<file path="config.mk">
export PLATFORM = sky130hd
export DESIGN_NAME = dr_phase_seq
export DESIGN_NICKNAME = d
export VERILOG_FILES = /design/src/rtl/dr_phase_seq.sv
export SDC_FILE = /design/constraint.sdc
export NUM_CORES = 1
export LEC_CHECK = 0
export CAP_MARGIN = 20
export CORE_UTILIZATION = 33
export DETAILED_ROUTE_END_ITERATION = 8
export PLACE_DENSITY = 0.69
export SKIP_LAST_GASP = 1
export SLEW_MARGIN = 0
export SYNTH_ARGS = -nofsm -noshare
export SYNTH_HDL_FRONTEND = slang
export SYNTH_SLANG_ARGS = --single-unit
</file>
<file path="constraint.sdc">
create_clock -name clk -period 1.6 [get_ports clk]
set_clock_uncertainty 0.1 [all_clocks]
set_input_delay 0.32 -clock clk [delete_from_list [all_inputs] [get_ports clk]]
set_output_delay 0.32 -clock clk [all_outputs]
set_load 0.02 [all_outputs]
</file>
<file path="src/rtl/dr_phase_seq.sv">
// Purpose : phase sequencer for a dual-rail (NCL-style) pipeline stage: alternates data/spacer waves and captures results.
// Latency : start_req -> start_ack/spacer low next cycle; data complete -> cap_en next cycle; all outputs registered.
// Backpr. : HOLD keeps res_valid high until res_ready is sampled; start_req is only accepted in IDLE or on spacer completion.
//
// Ports   : clk, reset (sync, active high)
//           start_req/start_ack      token request and one-cycle acknowledge
//           cd_data/cd_spacer [N_CD] per-group completion detect (data complete / spacer complete)
//           spacer                   SP control of the dual-rail registers (1 = load spacer)
//           cap_en                   one-cycle capture strobe to the output registers
//           res_valid/res_ready      result handshake
//           busy, token_cnt[7:0]     status; token_cnt counts completed tokens and wraps
//           err/err_clr              sticky watchdog error and its clear
// Option  : define DR_PHASE_TIMEOUT_EN to add the DATA/SPACER watchdog (TIMEOUT_CYCLES) and the ERR state.
//           Without it err is tied 0, err_clr is unused and DATA/SPACER wait forever.
module dr_phase_seq #(
   parameter int N_CD           = 4,
   parameter int TIMEOUT_CYCLES = 16
) (
   input  logic            clk,
   input  logic            reset,
   input  logic            start_req,
   output logic            start_ack,
   input  logic [N_CD-1:0] cd_data,
   input  logic [N_CD-1:0] cd_spacer,
   output logic            spacer,
   output logic            cap_en,
   output logic            res_valid,
   input  logic            res_ready,
   output logic            busy,
   output logic [7:0]      token_cnt,
   output logic            err,
   input  logic            err_clr
);

   typedef enum logic [2:0] {
      S_IDLE    = 3'd0,
      S_DATA    = 3'd1,
      S_CAPTURE = 3'd2,
      S_HOLD    = 3'd3,
      S_SPACER  = 3'd4,
      S_ERR     = 3'd5
   } state_t;

   state_t     state_q, state_d;
   logic       start_ack_q, start_ack_d;
   logic       spacer_q, spacer_d;
   logic       cap_en_q, cap_en_d;
   logic       res_valid_q, res_valid_d;
   logic       busy_q, busy_d;
   logic [7:0] token_cnt_q, token_cnt_d;

`ifdef DR_PHASE_TIMEOUT_EN
   // wd_q counts completed cycles in the current DATA/SPACER visit; the
   // last allowed cycle is TIMEOUT_CYCLES-1, so the visit lasts TIMEOUT_CYCLES.
   localparam logic [7:0] WD_LAST = 8'(TIMEOUT_CYCLES - 1);
   logic [7:0] wd_q, wd_d;
   logic       err_q, err_d;
`endif

   always_comb begin
      state_d     = state_q;
      start_ack_d = 1'b0;
      token_cnt_d = token_cnt_q;
`ifdef DR_PHASE_TIMEOUT_EN
      wd_d        = wd_q;
`endif
      case (state_q)
         S_IDLE: begin
            if (start_req) begin
               state_d     = S_DATA;
               start_ack_d = 1'b1;
            end
         end
         S_DATA: begin
            if (&cd_data) state_d = S_CAPTURE;
`ifdef DR_PHASE_TIMEOUT_EN
            else if (wd_q == WD_LAST) state_d = S_ERR;
            else wd_d = wd_q + 8'd1;
`endif
         end
         S_CAPTURE: state_d = S_HOLD;
         S_HOLD: begin
            if (res_ready) begin
               state_d     = S_SPACER;
               token_cnt_d = token_cnt_q + 8'd1;
            end
         end
         S_SPACER: begin
            // Spacer wave complete: a pending request starts the next token
            // immediately instead of passing through IDLE.
            if (&cd_spacer) begin
               state_d     = start_req ? S_DATA : S_IDLE;
               start_ack_d = start_req;
            end
`ifdef DR_PHASE_TIMEOUT_EN
            else if (wd_q == WD_LAST) state_d = S_ERR;
            else wd_d = wd_q + 8'd1;
`endif
         end
         S_ERR: begin
`ifdef DR_PHASE_TIMEOUT_EN
            if (err_clr) state_d = S_IDLE;
`else
            state_d = S_IDLE;
`endif
         end
         default: state_d = S_IDLE;
      endcase
`ifdef DR_PHASE_TIMEOUT_EN
      if ((state_d != state_q) && ((state_d == S_DATA) || (state_d == S_SPACER))) wd_d = '0;
      err_d       = (state_d == S_ERR);
`endif
      // Outputs are registered versions of the next state's decode.
      spacer_d    = (state_d == S_IDLE) || (state_d == S_SPACER) || (state_d == S_ERR);
      cap_en_d    = (state_d == S_CAPTURE);
      res_valid_d = (state_d == S_HOLD);
      busy_d      = (state_d != S_IDLE);
   end

   always_ff @(posedge clk) begin
      if (reset) begin
         state_q     <= S_IDLE;
         start_ack_q <= 1'b0;
         spacer_q    <= 1'b1;
         cap_en_q    <= 1'b0;
         res_valid_q <= 1'b0;
         busy_q      <= 1'b0;
         token_cnt_q <= 8'd0;
`ifdef DR_PHASE_TIMEOUT_EN
         wd_q        <= 8'd0;
         err_q       <= 1'b0;
`endif
      end else begin
         state_q     <= state_d;
         start_ack_q <= start_ack_d;
         spacer_q    <= spacer_d;
         cap_en_q    <= cap_en_d;
         res_valid_q <= res_valid_d;
         busy_q      <= busy_d;
         token_cnt_q <= token_cnt_d;
`ifdef DR_PHASE_TIMEOUT_EN
         wd_q        <= wd_d;
         err_q       <= err_d;
`endif
      end
   end

   assign start_ack = start_ack_q;
   assign spacer    = spacer_q;
   assign cap_en    = cap_en_q;
   assign res_valid = res_valid_q;
   assign busy      = busy_q;
   assign token_cnt = token_cnt_q;

`ifdef DR_PHASE_TIMEOUT_EN
   assign err = err_q;
`else
   assign err = 1'b0;
   logic       unused_err_clr;
   logic [7:0] unused_timeout;
   assign unused_err_clr = err_clr;
   assign unused_timeout = 8'(TIMEOUT_CYCLES);
`endif

endmodule

</file>
# Word level (Yosys, flattened, before mapping)
# Index checks and enable logic that the tools add are counted.
# totals
ramBits,0
latchBits,0
reg_bits,16
rom_bits,0
output_inout_bits,14
mem_count,0
elab_cells,33
inputBits,13
# classes
bitwise,0
n_shift,0
n_div,0
reduce_logical,8
multipliers,0
n_eq_ne,8
order_cmp,0
mux,9
add_sub_neg,1
# ops
operator,n
3-bit one-hot mux with 5 select lines,1
"3-bit by 2-bit == test with 1-bit output, second input constant",4
3-bit 2-to-1 mux,4
"3-bit == test, second input constant",3
"8-bit by 1-bit adder with 8-bit output, second input constant",1
4-bit AND reduction,2
3-bit logical NOT,2
"3-bit by 1-bit == test with 1-bit output, second input constant",1
1-bit 2-to-1 mux,3
3-bit nonzero test,1
1-bit logical OR,2
1-bit one-hot mux with 2 select lines,1
2-bit AND reduction,1

# Logic depth before layout (Yosys ltp)
# Gate-level depths: netlist (run 1).
# logic_depth
ltp_word,6
depth_mapped,4

# Worst setup path before layout (run 1)
# OpenSTA, ideal clock, no wires.
# synth_timing
kind,register to register
start,"reg token_cnt_q[0], in the netlist token_cnt[0]"
end,"reg token_cnt_q[6], in the netlist token_cnt[6]"
t_arrival_ns,1.337
path_slack_ns,0.093
setup_time_ns,0.071
path_stages_with_launch,5
required_ns,1.429
path_cell_list,dfxtp_1 ha_1 inv_1 or4_1 a21oi_1
# synth_between
elab_chain_len,1
# synth_rtl
item,line,rtl
from (decl),50,"logic [7:0] token_cnt_q, token_cnt_d;"
from (signal assigned),140,token_cnt_q <= token_cnt_d;
8-bit by 1-bit adder with 8-bit output,85,token_cnt_d = token_cnt_q + 8'd1;
# Every way passes these cells.
# A chain may end at the register's enable or synchronous reset.

# Final worst setup path (run 1)
# layout_timing
start,reg state_q[0]
end,"reg spacer_q, in the netlist spacer"
# layout_between
elab_chain_len,5
# layout_rtl
item,line,rtl
from (decl),44,"state_t state_q, state_d;"
from (signal assigned),134,state_q <= state_d;
"3-bit == test, or another cell as far along",67,case (state_q)
3-bit one-hot mux with 5 select lines (*),67,
3-bit == test or 3-bit logical NOT (tied branches),114,spacer_d = (state_d == S_IDLE) || (state_d == S_SPACER) || (state_d == S_ERR);
1-bit logical OR,114,
1-bit logical OR (*),114,
to (signal assigned),136,spacer_q <= spacer_d;
to (decl),46,"logic spacer_q, spacer_d;"
# Mark *: on every way between the ends. The rest lies on a longest branch, timed or not.

==> impl_metrics.env, run 1 <==
export IMPL_tritoncts="yes"
export IMPL_syn_area_um2=714.4
export IMPL_start_util=0.3569
export IMPL_postSynthCellCount=75
export IMPL_synth_compound_gate_area_share=0.1751
export IMPL_placed_cell_count=130
export IMPL_synth_adder_area_share=0.01751
export IMPL_route_vias_total=690
export IMPL_synth_simple_gate_area_share=0.2487
export IMPL_cts_max_path_buffers=2
export IMPL_critPathKind="reg -> reg"
export IMPL_worst_ep_arrival_time_ns=1.65
export IMPL_min_path_cells=2
export IMPL_grt_pass1_vias=666
export IMPL_fin_nets=125
export IMPL_h_tree_depth=1
export IMPL_fin_crit_ns=1.546
export IMPL_grt_overflow_total=0
export IMPL_floorplan_core_area_um2=2002
export IMPL_wire_length_of_the_first_global_routing_pass_mm=2.739
export IMPL_power_report_internal_total_uw=596.7
export IMPL_yosys_cell_types_count=33
export IMPL_seq_cells_post_synth=16
export IMPL_cts_buffers=3
export IMPL_pwr_density_cell_nw_per_um2=715.7
export IMPL_yosys_area_share_xor_xnor=0.01226
export IMPL_die_area_um2=2355
export IMPL_mux_contribution_to_synthesized_area=0.02977
export IMPL_run_status="finished, final reports clean"
export IMPL_max_freq_mhz=646.7
export IMPL_synth_area_per_cell_um2=9.526
export IMPL_stdcell_count=137
export IMPL_core_rowCount=16
export IMPL_diodes=0
export IMPL_holdBufCountCts=0
export IMPL_floorplan_die_height_um=48.53
export IMPL_antenna_found_initial=0
export IMPL_pwr_share_seq=0.532
export IMPL_synth_seq_area_share=0.4483
export IMPL_drc_errors=0
export IMPL_fin_worst_hold_slack_ns=0.4066
export IMPL_report_power_total_uw=778.2
export IMPL_swShare=0.2333
export IMPL_grt_max_degree=11
export IMPL_combinational_family_with_the_most_area_after_synthesis="simple AND/OR/NAND/NOR gates"
export IMPL_r2r_cells=4
export IMPL_worstSetupStartpoint="state_q[0]$_SDFF_PP0_"
export IMPL_clock_network_latency_to_the_later_pin_of_the_worst_skew_pair_ns=0.29
export IMPL_finalSetupViolCount=0
export IMPL_post_dp_hpwl_mm=1.131
export IMPL_pin_count=27
export IMPL_routed_wl_mm=1.700
export IMPL_drt_antenna_violating_nets=0
export IMPL_synth_warnings=0
export IMPL_holdCritStartpoint="token_cnt[5]$_SDFFE_PP0P_"
export IMPL_grt_util_overall=0.1459
export IMPL_vias_per_cell=5.036
export IMPL_vdd_ir_drop_max_mv=0.3252
export IMPL_share_comb_of_total_power=0.117
export IMPL_final_max_slew_violation_count=0
export IMPL_final_hold_violation_count=0
export IMPL_drt_iter0_drc=7
export IMPL_post_synth_main_area_contributors="sky130_fd_sc_hd__dfxtp_1 (45%), sky130_fd_sc_hd__a21oi_1 (4.2%), sky130_fd_sc_hd__o31ai_1 (4.2%), sky130_fd_sc_hd__or4_1 (4.2%), sky130_fd_sc_hd__nor4_4 (3.0%)"
export IMPL_clk_slew_on_worst_s_h_paths_ns=0.09
export IMPL_critical_path_required_ns=1.70
export IMPL_setup_slack_ns=0.05374
export IMPL_clock_tree_root_cell="sky130_fd_sc_hd__clkbuf_4"
export IMPL_mappedNetlistNets=89
export IMPL_cp_max_fo=5
export IMPL_start_kind="register"
export IMPL_max_cap_viol_count=0
export IMPL_total_switching_power_uw=181.5
export IMPL_cts_sinks=16
export IMPL_power_share_clock=0.350
export IMPL_worstHoldPathType="reg -> reg"
export IMPL_layout_drive_gt1_share=0.2000
export IMPL_synthToLayoutAreaGrowth_pct=52.19
export IMPL_end_kind="register"
export IMPL_timing_final_crit_share=0.9664
export IMPL_synth_top_area_frac=0.4483
export IMPL_worstReg2RegStart="state_q[0]$_SDFF_PP0_"
export IMPL_routedWlPerCell_um=12.41
export IMPL_die_width_um=48.53
export IMPL_detailedRoute_firstPassIterationCount=4
export IMPL_synth_top_cell_by_area="sky130_fd_sc_hd__dfxtp_1"
export IMPL_placement_io_buffers=24
export IMPL_power_leakage_nw=0.4995
export IMPL_setup_total_negative_slack_ns=0
export IMPL_place_congestion=0.8125
export IMPL_pre_cts_setup_slack_ns=-0.3982
==> what timing repair did <==
| action | in CTS | in global routing |
|---|---|---|
| buffers inserted | 1 | 1 |
| gates resized for setup | 14 | 1 |
| pin swaps | 1 | 0 |
| gates cloned | 0 | 1 |
| setup endpoints to repair | 19 | 5 |
==> kinds of logic (layout without fill, tap and decap cells) <==
group | Yosys count | count (layout)
flops | 16 | 16
fa+ha+maj | 1 | 1
mux | 2 | 2
other cells | 1 | 1
xor+xnor | 1 | 1
simple gates | 27 | 28
compound gates | 18 | 18
buf+inv | 9 | 43
==> sequential cells by signal (all words and copies together) (netlist names) <==
name,cells
spacer,1
cap_en,1
start_ack,1
state_q,3
busy,1
token_cnt,8
res_valid,1
==> routing by layer <==
metal / routed length (um) / vias up / global-route usage / share of wire
met3: 62 / 6 / 0.02830 / 0.036
li1: - / 349 / - / -
met4: 55 / 0 / 0.08824 / 0.032
met2: 800 / 17 / 0.2394 / 0.47
met1: 782 / 318 / 0.1757 / 0.46
met5: 0 / - / 0 / 0
==> power groups by stage <==
stage               logic [mW]  registers (mW)  clock network [mW]
detailed placement      0.0942           0.421                   0
CTS                     0.0908           0.412               0.278
global route             0.100           0.415               0.293
global placement        0.0933           0.420                   0
finish                  0.0914           0.414               0.273
floorplan               0.0308           0.430                   0
==> worst max-delay path, cell delays in order (launching register included) <==
cell and delay, ns:
sky130_fd_sc_hd__dfxtp_1 0.38, sky130_fd_sc_hd__buf_4 0.17, sky130_fd_sc_hd__or2_2 0.31, sky130_fd_sc_hd__a211o_1 0.32, sky130_fd_sc_hd__a21o_1 0.17
==> through the flow <==
step           utilization  area [um2]
2_1_floorplan            -       714.4
3_3_place_gp        0.5125        1026
3_5_place_dp        0.5125        1026
4_1_cts             0.5306        1062
5_1_grt             0.5431        1087
6_report            0.5431        1087
==> cell type report <==
type                            instances  area (um2)
Clock buffer                            4       36.28
Fill cell                             185       914.6
Inverter                                4       15.01
Multi-Input combinational cell         51       372.9
Sequential cell                        16       320.3
Tap cell                               27       33.78
Timing Repair Buffer                   35       309.0
==> layout by cell type (no fill, tap or decap), drive strengths merged, types with 2 or more instances in the layout <==
master         count
buf               11
clkbuf             4
nor3               2
nand4b             2
nand3              2
or4                4
a221oi             2
dlygate4sd2       13
nor2               5
inv                4
dfxtp             16
o31ai              4
a21oi              6
nand2              3
nand4              3
clkdlybuf4s50     10
==> Yosys cell counts, drive strengths merged <==
| cell type | instances |
|---|---|
| ha | 1 |
| a2bb2oi | 1 |
| a21bo | 1 |
| mux2 | 1 |
| nand4b | 1 |
| nand2 | 3 |
| mux2i | 1 |
| a211oi | 1 |
| nor3 | 2 |
| xor2 | 1 |
| or4 | 4 |
| buf | 2 |
| a221oi | 2 |
| nor2 | 5 |
| nor2b | 1 |
| clkbuf | 3 |
| a211o | 1 |
| nand3 | 2 |
| a21o | 1 |
| or3b | 1 |
| o21ai | 1 |
| a21oi | 6 |
| nor4 | 1 |
| inv | 4 |
| or3 | 1 |
| conb | 1 |
| nor3b | 1 |
| nand4 | 3 |
| nand3b | 1 |
| or2 | 1 |
| dfxtp | 16 |
| o31ai | 4 |
==> worst paths after layout <==
check	end	slack, ns
max	spacer$_SDFF_PP1_	0.05
min	token_cnt[5]$_SDFFE_PP0P_	0.41
max reg2reg	spacer$_SDFF_PP1_	0.05
min reg2reg	token_cnt[5]$_SDFFE_PP0P_	0.41
Note: power is estimated with default switching activity, not from simulation.
==> run 2, diff against run 1 <==
--- a/config.mk
+++ b/config.mk
@@ -6,6 +6,7 @@
 export NUM_CORES = 1
 export LEC_CHECK = 0
 export CAP_MARGIN = 20
+export CORE_ASPECT_RATIO = 1.2
 export CORE_UTILIZATION = 33
 export DETAILED_ROUTE_END_ITERATION = 8
 export PLACE_DENSITY = 0.69
==> run 2 against run 1 <==
- first-iteration DRC count decreased by 14%
- largest power group unchanged
- clock power fell by 25%
- global-route usage grew 0.11 points
- cell area shrank 1.6%
- largest cell class unchanged
==> impl_metrics.env, run 2 (same netlist as run 1, synthesis figures left out) <==
export IMPL_route_vias_total=683
export IMPL_power_leakage_nw=0.4882
export IMPL_routedWlPerCell_um=11.53
export IMPL_wire_length_of_the_first_global_routing_pass_mm=2.553
export IMPL_routed_wl_mm=1.591
export IMPL_h_tree_depth=1
export IMPL_vdd_ir_drop_max_mv=0.5961
export IMPL_power_share_clock=0.289
export IMPL_layout_drive_gt1_share=0.1852
export IMPL_timing_final_crit_share=0.9615
export IMPL_worst_ep_arrival_time_ns=1.62
export IMPL_pwr_density_cell_nw_per_um2=661.2
export IMPL_grt_max_degree=11
export IMPL_cp_max_fo=5
export IMPL_stdcell_count=138
export IMPL_die_area_um2=2356
export IMPL_topRoutingLayerUsed="met4"
export IMPL_power_report_internal_total_uw=544.9
export IMPL_run_status="finished, final reports clean"
export IMPL_antenna_found_initial=0
export IMPL_start_kind="register"
export IMPL_cts_max_path_buffers=2
export IMPL_share_comb_of_total_power=0.127
export IMPL_critPathKind="reg -> reg"
export IMPL_place_congestion=0.7271
export IMPL_finalSetupViolCount=0
export IMPL_clk_slew_on_worst_s_h_paths_ns=0.08
export IMPL_critPathSlowestCell="sky130_fd_sc_hd__dfxtp_1"
export IMPL_total_switching_power_uw=162.5
export IMPL_synthToLayoutAreaGrowth_pct=49.74
export IMPL_m1WireLength_um=731
export IMPL_cp_num_buf_inv=1
export IMPL_max_freq_mhz=650.0
export IMPL_grt_overflow_total=0
export IMPL_placement_io_buffers=24
export IMPL_slowest_delay_ns=0.37
export IMPL_start_util=0.3486
export IMPL_tritoncts="yes"
export IMPL_floorplan_core_area_um2=2049
export IMPL_post_dp_hpwl_mm=1.108
export IMPL_worstHoldPathType="reg -> reg"
export IMPL_final_hold_violation_count=0
export IMPL_holdBufCountCts=0
export IMPL_fin_crit_ns=1.538
export IMPL_drt_iter0_drc=6
export IMPL_met3_length_um=91
export IMPL_placed_cell_count=132
export IMPL_vias_per_cell=4.949
export IMPL_rsz0062_at_grt="yes"
export IMPL_critPathTopFamily="compound AO/OA/AOI/OAI gates"
export IMPL_clock_network_latency_to_the_later_pin_of_the_worst_skew_pair_ns=0.28
export IMPL_clock_tree_root_cell="sky130_fd_sc_hd__clkbuf_4"
export IMPL_pin_count=27
export IMPL_worstPathCellList="buf_4, or2_2, a211o_1, a21o_1"
export IMPL_core_rowCount=18
export IMPL_diodes=0
export IMPL_floorplan_die_height_um=52.97
export IMPL_drc_errors=0
export IMPL_summed_area_of_non_filler_cells_in_the_final_layout_um2=1070
export IMPL_die_width_um=44.48
export IMPL_largest_reg_flops=8
export IMPL_drt_antenna_violating_nets=0
export IMPL_critical_path_required_ns=1.68
export IMPL_pwr_share_seq=0.584
export IMPL_final_max_slew_violation_count=0
export IMPL_grt_util_overall=0.1470
export IMPL_most_frequent_cells_in_the_layout="sky130_fd_sc_hd__dfxtp_1 (16), sky130_fd_sc_hd__dlygate4sd2_1 (13), sky130_fd_sc_hd__clkdlybuf4s50_1 (10), sky130_fd_sc_hd__buf_4 (10), sky130_fd_sc_hd__a21oi_1 (6)"
export IMPL_met2_length_um=735
export IMPL_max_cap_viol_count=0
export IMPL_detailedRoute_firstPassIterationCount=4
export IMPL_post_place_cell_area_um2=1022
export IMPL_cts_sinks=16
export IMPL_end_kind="register"
export IMPL_swShare=0.2297
export IMPL_fin_nets=124
export IMPL_final_common_cell="sky130_fd_sc_hd__dfxtp_1"
export IMPL_setup_total_negative_slack_ns=0
export IMPL_grt_pass1_vias=606
export IMPL_cts_buffers=3
-- run 2: changes by cell type in the layout (fill, tap and decap cells not counted) --
| cell | before | now |
|---|---|---|
| sky130_fd_sc_hd__clkbuf_8 | 1 | 0 |
| sky130_fd_sc_hd__buf_4 | 11 | 10 |
-- run 2: layout make-up --
type / instances / area [um2]
inverter: 4 / 15.01
timing repair buffer: 34 / 301.5
fill: 214 / 979.7
sequential: 16 / 320.3
clock buffer: 3 / 22.52
multi-input combinational: 51 / 372.9
tap: 30 / 37.54
-- run 2: worst reg2reg max path, cell delays in order, from the launching register on --
cell and delay (ns):
sky130_fd_sc_hd__dfxtp_1 0.37, sky130_fd_sc_hd__buf_4 0.17, sky130_fd_sc_hd__or2_2 0.31, sky130_fd_sc_hd__a211o_1 0.32, sky130_fd_sc_hd__a21o_1 0.17
-- run 2: final timing paths --
| path | from | endpoint | slack (ns) | depth (start not counted) |
|---|---|---|---|---|
| worst min register to register | token_cnt[4]$_SDFFE_PP0P_ | token_cnt[4]$_SDFFE_PP0P_ | 0.41 | 2 |
| worst min-delay path | token_cnt[4]$_SDFFE_PP0P_ | token_cnt[4]$_SDFFE_PP0P_ | 0.41 | 2 |
| worst max-delay path | state_q[0]$_SDFF_PP0_ | spacer$_SDFF_PP1_ | 0.06 | 4 |
| worst max register to register | state_q[0]$_SDFF_PP0_ | spacer$_SDFF_PP1_ | 0.06 | 4 |
-- run 2: power groups by stage --
stage / clock network [mW] / logic (mW) / registers [mW]
finish: 0.204 / 0.0899 / 0.413
global route: 0.224 / 0.0997 / 0.415
CTS: 0.215 / 0.0908 / 0.412
detailed placement: 0 / 0.0944 / 0.420
global placement: 0 / 0.0931 / 0.420
floorplan: 0 / 0.0308 / 0.430
-- run 2: per-layer routing --
layer,global-route usage,vias to the layer above
met2,0.2353,18
met1,0.1767,313
met5,0,-
met4,0.08081,0
met3,0.03754,4
li1,-,348
-- run 2: per-stage QoR --
stage | setup WS, ns | total power, mW | hold slack, ns | util
after floorplan | 0.09252 | 0.4606 | 0.4310 | -
after global placement | -0.3536 | 0.5131 | 0.3844 | 0.4988
after detailed placement | -0.3703 | 0.5149 | 0.3963 | 0.4988
after CTS | 0.002637 | 0.7175 | 0.4082 | 0.5061
after global routing | -0.02320 | 0.7386 | 0.4320 | 0.5220
final | 0.06164 | 0.7074 | 0.4075 | 0.5220
-- run 2: repair_timing --
action / 4_1_cts / 5_1_grt
resized for setup: 14 / 1
gates cloned: 0 / 1
setup buffers: 0 / 2
setup endpoints to repair: 19 / 5
endpoints found under the hold margin: 0 / 0
pin swaps: 0 / 1
